**config.mk**
```make
export PLATFORM = sky130hd
export DESIGN_NAME = speaker_serializer
export DESIGN_NICKNAME = d
export VERILOG_FILES = /design/src/rtl/speaker_serializer.sv
export SDC_FILE = /design/constraint.sdc
export NUM_CORES = 1
export LEC_CHECK = 0
export ABC_AREA = 1
export BUFFER_PORTS_ARGS = -buffer_cell sky130_fd_sc_hd__clkbuf_2
export CAP_MARGIN = 5
export CORE_MARGIN = 8
export CORE_UTILIZATION = 40
export CTS_BUF_LIST = sky130_fd_sc_hd__clkbuf_16
export DETAILED_ROUTE_END_ITERATION = 10
export SYNTH_ARGS = -nofsm -noshare
export SYNTH_HDL_FRONTEND = slang
export SYNTH_SLANG_ARGS = --single-unit
```
**constraint.sdc**
```tcl
create_clock -name clk -period 2.6 [get_ports clk]
set_input_delay 0.13 -clock clk [delete_from_list [all_inputs] [get_ports clk]]
set_output_delay 0.13 -clock clk [all_outputs]
set_load 0.02 [all_outputs]
```
**src/rtl/speaker_serializer.sv**
```systemverilog
// rtl/speaker_serializer.sv - stereo sample serializer driving an audio DAC (optional SPEAKER_I2S_MODE_EN)
module speaker_serializer (
  input  logic        clk,
  input  logic        rst,
  input  logic [15:0] audio_in_left,
  input  logic [15:0] audio_in_right,
  output logic        audio_mclk,
  output logic        audio_lrck,
  output logic        audio_sck,
  output logic        audio_sdin,
  output logic        sample_strobe
);

  logic [8:0]  div_cnt;
  logic [15:0] shadow_l;
  logic [15:0] shadow_r;
  logic        sdin_q;
  logic        strobe_q;
  logic        capture;
  logic        sck_fall;
  logic [4:0]  next_k;
  logic        next_bit;

  // The wrap edge of the divider is the only point where new samples enter.
  assign capture  = (div_cnt == 9'd511);
  // SCK falls where the low nibble wraps, so data changes there and is stable at the rising edge.
  assign sck_fall = (div_cnt[3:0] == 4'hF);
  assign next_k   = div_cnt[8:4] + 5'd1;

`ifdef SPEAKER_I2S_MODE_EN
  logic       prev_r_lsb;
  logic [3:0] i2s_idx;

  // Index 16-k (mod 16) selects bits 15..1 for periods 1..15 and 17..31.
  assign i2s_idx = 4'd0 - next_k[3:0];

  // Select the bit for the upcoming SCK period, delayed one period behind LRCK.
  always_comb begin
    next_bit = 1'b0;
    if (next_k[3:0] == 4'd0) begin
      next_bit = next_k[4] ? shadow_l[0] : prev_r_lsb;
    end else begin
      next_bit = next_k[4] ? shadow_r[i2s_idx] : shadow_l[i2s_idx];
    end
  end

  // Hold the right LSB across the capture edge so it can lead the following frame.
  always_ff @(posedge clk or posedge rst) begin
    if (rst) begin
      prev_r_lsb <= 1'b0;
    end else if (sck_fall && next_k == 5'd31) begin
      prev_r_lsb <= shadow_r[0];
    end
  end
`else
  // Select the bit for the upcoming SCK period; period 0 bypasses the shadow for zero latency.
  always_comb begin
    next_bit = 1'b0;
    if (next_k == 5'd0) begin
      next_bit = audio_in_left[15];
    end else if (!next_k[4]) begin
      next_bit = shadow_l[4'd15 - next_k[3:0]];
    end else begin
      next_bit = shadow_r[4'd15 - next_k[3:0]];
    end
  end
`endif

  // Free-running divider from which every DAC clock is derived.
  always_ff @(posedge clk or posedge rst) begin
    if (rst) begin
      div_cnt <= 9'd0;
    end else begin
      div_cnt <= div_cnt + 9'd1;
    end
  end

  // Capture both channels once per frame; other edges ignore the inputs.
  always_ff @(posedge clk or posedge rst) begin
    if (rst) begin
      shadow_l <= 16'd0;
      shadow_r <= 16'd0;
    end else if (capture) begin
      shadow_l <= audio_in_left;
      shadow_r <= audio_in_right;
    end
  end

  // Serial data register, updated only on SCK falling edges.
  always_ff @(posedge clk or posedge rst) begin
    if (rst) begin
      sdin_q <= 1'b0;
    end else if (sck_fall) begin
      sdin_q <= next_bit;
    end
  end

  // Strobe is high for the single cycle in which div_cnt sits at 0 after a capture.
  always_ff @(posedge clk or posedge rst) begin
    if (rst) begin
      strobe_q <= 1'b0;
    end else begin
      strobe_q <= capture;
    end
  end

  assign audio_mclk    = div_cnt[1];
  assign audio_sck     = div_cnt[3];
  assign audio_lrck    = div_cnt[8];
  assign audio_sdin    = sdin_q;
  assign sample_strobe = strobe_q;

endmodule
```
Yosys cells after proc, flatten, opt, wreduce, memory -nomap -nowiden

Index checks and enable logic that the tools add are counted.

Logic and storage cells: 18
Bits of input ports: 34
Bits in registers: 43
Output and inout port bits: 5

Mux-type cells: 6
Equal/unequal tests: 2
Reduce and logical (&&, ||, !) cells: 1
Add/sub/neg operators: 3
$lt $le $gt $ge: 1

Operator list:

| kind                  | count |
|---|---|
| $add A9 B1 Y9 const B | 1 |
| $eq A9 B9 Y1 const B  | 1 |
| $bmux W1 S4           | 2 |
| $add A5 B1 Y5 const B | 1 |
| $logic_not A5 Y1      | 1 |
| $lt A4 B5 Y1 const B  | 1 |
| $eq A4 B4 Y1 const B  | 1 |
| $mux W1               | 4 |
| $sub A4 B4 Y4 const A | 1 |

Depth between registers and ports, before layout

Word-level depth: 6
Mapped depth: 11
Mapped depth without buffers: 11

Worst setup path before layout

Ideal clock, no wire load.

Path type: reg2reg
Start: register div_cnt[1]
End: register shadow_l[0]
Setup time: 0.083 ns
Data arrival time: 1.662 ns
Stages on the path, launching flop included: 9
Setup slack: 0.856 ns
Path through: dfrtp_1 > ha_1 > nand3_1 > nor2_1 > ha_1 > buf_2 > clkbuf_1 > nand2_1 > o21ai_0

Cells in the longest elaborated chain, start to end: 1

Ends and longest elaborated chain:

| what                     | RTL line | source |
|---|---|---|
| start: declaration       | 14       | `logic [8:0] div_cnt;` |
| start signal: assignment | 74       | `div_cnt <= div_cnt + 9'd1;` |
| $eq A9 B9 Y1             | 25       | `assign capture = (div_cnt == 9'd511);` |
| net capture              | 19       | `logic capture;` |
| end signal: assignment   | 84       | `shadow_l <= audio_in_left;` |
| end: declaration         | 15       | `logic [15:0] shadow_l;` |

The timed path passes the listed nets, and every way through them passes these cells.
A chain may end at the register's enable or synchronous reset.

Worst setup path in the final report

Start: register div_cnt[5]
End: register shadow_r[3]

Cells in the longest elaborated chain, start to end: 1

Ends and longest elaborated chain:

| what                   | RTL line | source |
|---|---|---|
| $eq A9 B9 Y1           | 25       |  |
| net capture            | 19       |  |
| end signal: assignment | 85       | `shadow_r <= audio_in_right;` |
| end: declaration       | 16       | `logic [15:0] shadow_r;` |

The timed path passes the listed nets, and every way through them passes these cells.

==> impl_metrics.toml <==
[critical_path]
endpoint_kind = "register"
start_kind = "register"
crit_arrival_ns = 2.19
cp_max_fo = 22
critical_path_class = "reg2reg"
r2r_slack_ns = 0.57
worstPathRequired_ns = 2.75

[logic_synthesis]
avgSynthCellArea_um2 = 8.21
synth-simple-area-share = 0.230
seq_area_frac_synth = 0.518
syn-num-nets = 291
muxShareOfSynthArea = 0.0108
synth_xor_area_frac = 0.0247
yosysWarnings = 0
synthAdderAreaFrac = 0.0241
synth-compound-area-share = 0.0867
synth_area_um2 = 2080
synthCells = 253
yosysTopAreaCell = "dfrtp_1"
synth_cell_types = 22
ys_ff_latch = 43
synth_top_family_by_area = "simple AND/OR/NAND/NOR gates"
synth_area_leaders = "dfrtp_1, nand2_1, nand3_1"
yosysTopAreaCellShare = 0.518

[finish]
stdcell_count = 364
layout_common_cells = "nand2_1, dfrtp_1, inv_1"
area_growth_pct = 19.5
drive_above_1_share = 0.211
antenna-diode-count = 0
nets = 331
fin_util = 0.489
final_common_cell = "nand2_1"

[run]
maxCapViolations = 0

[global_route]
antenna_found_initial = 0
grt_pass1_vias = 1749
grtUsageTotal = 0.131
grt_max_degree = 44
overflow = 0
grt_pass1_wl_um = 7920

[timing]
finClkSkew_ns = 0.00436
worst_pin_slew_ns = 0.537
setup_viol = 0
fmax_ghz = 0.492
whs_ns = 0.0519
tns_ns = 0
timing.final.crit_share = 0.782
max_slew_margin = 0.642
grt_setup_unrepaired = "false"
hold_viol = 0
drv_slew = 0
min_period_ns = 2.03

[die]
die_h_um = 88.1
die_w_um = 88.1
rows = 26
initial_core_util = 0.410
die_area_um2 = 7760
core_area_um2 = 5070
pin_count = 39

[route]
drc = 0
ant_nets = 0
routedWlPerCell_um = 12.3
drt_pass1_iterations = 4
wl_um = 4490
initialDrtViolationCount = 89
via_per_inst = 4.58
vias = 1666

[pwr]
leakage_nw = 1.28
peakVddDrop_v = 0.000282
p_per_area_nw_per_um2 = 519

[clocking]
clockBufferDepth = 2
cts_buffers = 5
post_cts_resized = 0
clk_pin_slew_ns = 0.06
cts.sinks = 43
ctsHtreeMaxLevel = 2
clk_latency_ns = 0.28
clockRootBuffer = "clkbuf_16"
hold_buffers = 1
cts_tree = "yes"
post_cts_buffers = 0

[place]
hpwlAfterDp_um = 3340
gp_congestion = 0.790
port_buffers = 38
dp_cells = 355

[worst_hold_path]
hp-class = "in2reg"

[status]
status = "completed"
cell type report:
class | count | area (um2)
clock buffers | 5 | 125
clock inverters | 3 | 11.3
fillers | 520 | 2590
inverters | 43 | 161
multi-input cells | 156 | 785
flip-flops and latches | 43 | 1080
well taps | 70 | 87.6
repair buffers | 44 | 238
worst max-delay path, cell delays in order, from the launching register on:
cell and delay [ns]:
dfrtp_1 0.43, ha_1 0.24, nand2_2 0.08, inv_2 0.09, nand2_2 0.07, nor2_1 0.10, ha_2 0.46, buf_4 0.31
o21ai_0 0.13
per-layer routing:
metal / GRT usage / vias up / routed length [um]
met5: 0 / - / 0
met4: 0.0522 / 0 / 61
met3: 0.0394 / 5 / 211
met2: 0.203 / 30 / 2100
met1: 0.167 / 768 / 2110
li1: - / 863 / -
worst paths after layout:
check                                  from      endpoint  cells past startpoint
setup / recovery                 div_cnt[5]   shadow_r[3]                      8
hold / removal             audio_in_left[1]   shadow_l[1]                      3
setup reg to reg                 div_cnt[5]   shadow_r[3]                      8
hold reg to reg                  div_cnt[0]    div_cnt[0]                      1
max in group asynchronous               rst  shadow_r[14]                      4
min in group asynchronous               rst   shadow_l[1]                      4
power by group:
group | internal [mW] | leakage, nW | switching [mW]
registers | 0.669 | 0.424 | 0
clock network | 0.345 | 0.0701 | 0.235
logic | 0.0193 | 0.786 | 0.0198
cell families after synthesis:
kind of cell / Yosys count
and+or+nand+nor: 110
buffers and inverters: 54
DFF: 43
AOI/OAI and AO/OA: 35
xor gates and xnor gates: 5
adders and majority gates: 4
muxes: 2
stage by stage:
stage | area, um2 | setup slack, ns | power (mW)
global route | 2480 | 0.353 | 1.35
finish | 2480 | 0.566 | 1.29
CTS | 2480 | 0.536 | 1.31
floorplan | 2080 | 0.856 | 0.691
detailed placement | 2340 | 0.548 | 0.721
global placement | 2340 | 0.587 | 0.720
flip-flops by register name (all words and copies together), names as in the netlist:
name,cells
shadow_r,16
audio_sdin,1
shadow_l,16
div_cnt,9
sample_strobe,1
cells in the mapped netlist:
cell and count:
nand3_1 31, mux2_2 2, nand2_1 71, nor2_4 1
xnor2_1 1, o21ai_0 31, ha_1 4, inv_2 4
xor2_1 3, dfrtp_1 43, xor2_2 1, nor2_2 1
inv_1 39, buf_2 2, nand2_2 3, o211ai_1 2
clkbuf_1 6, a21oi_1 2, buf_6 1, nand4_2 1
nor2_1 2, buf_4 2
No activity file was read; power rests on OpenSTA's default activity.
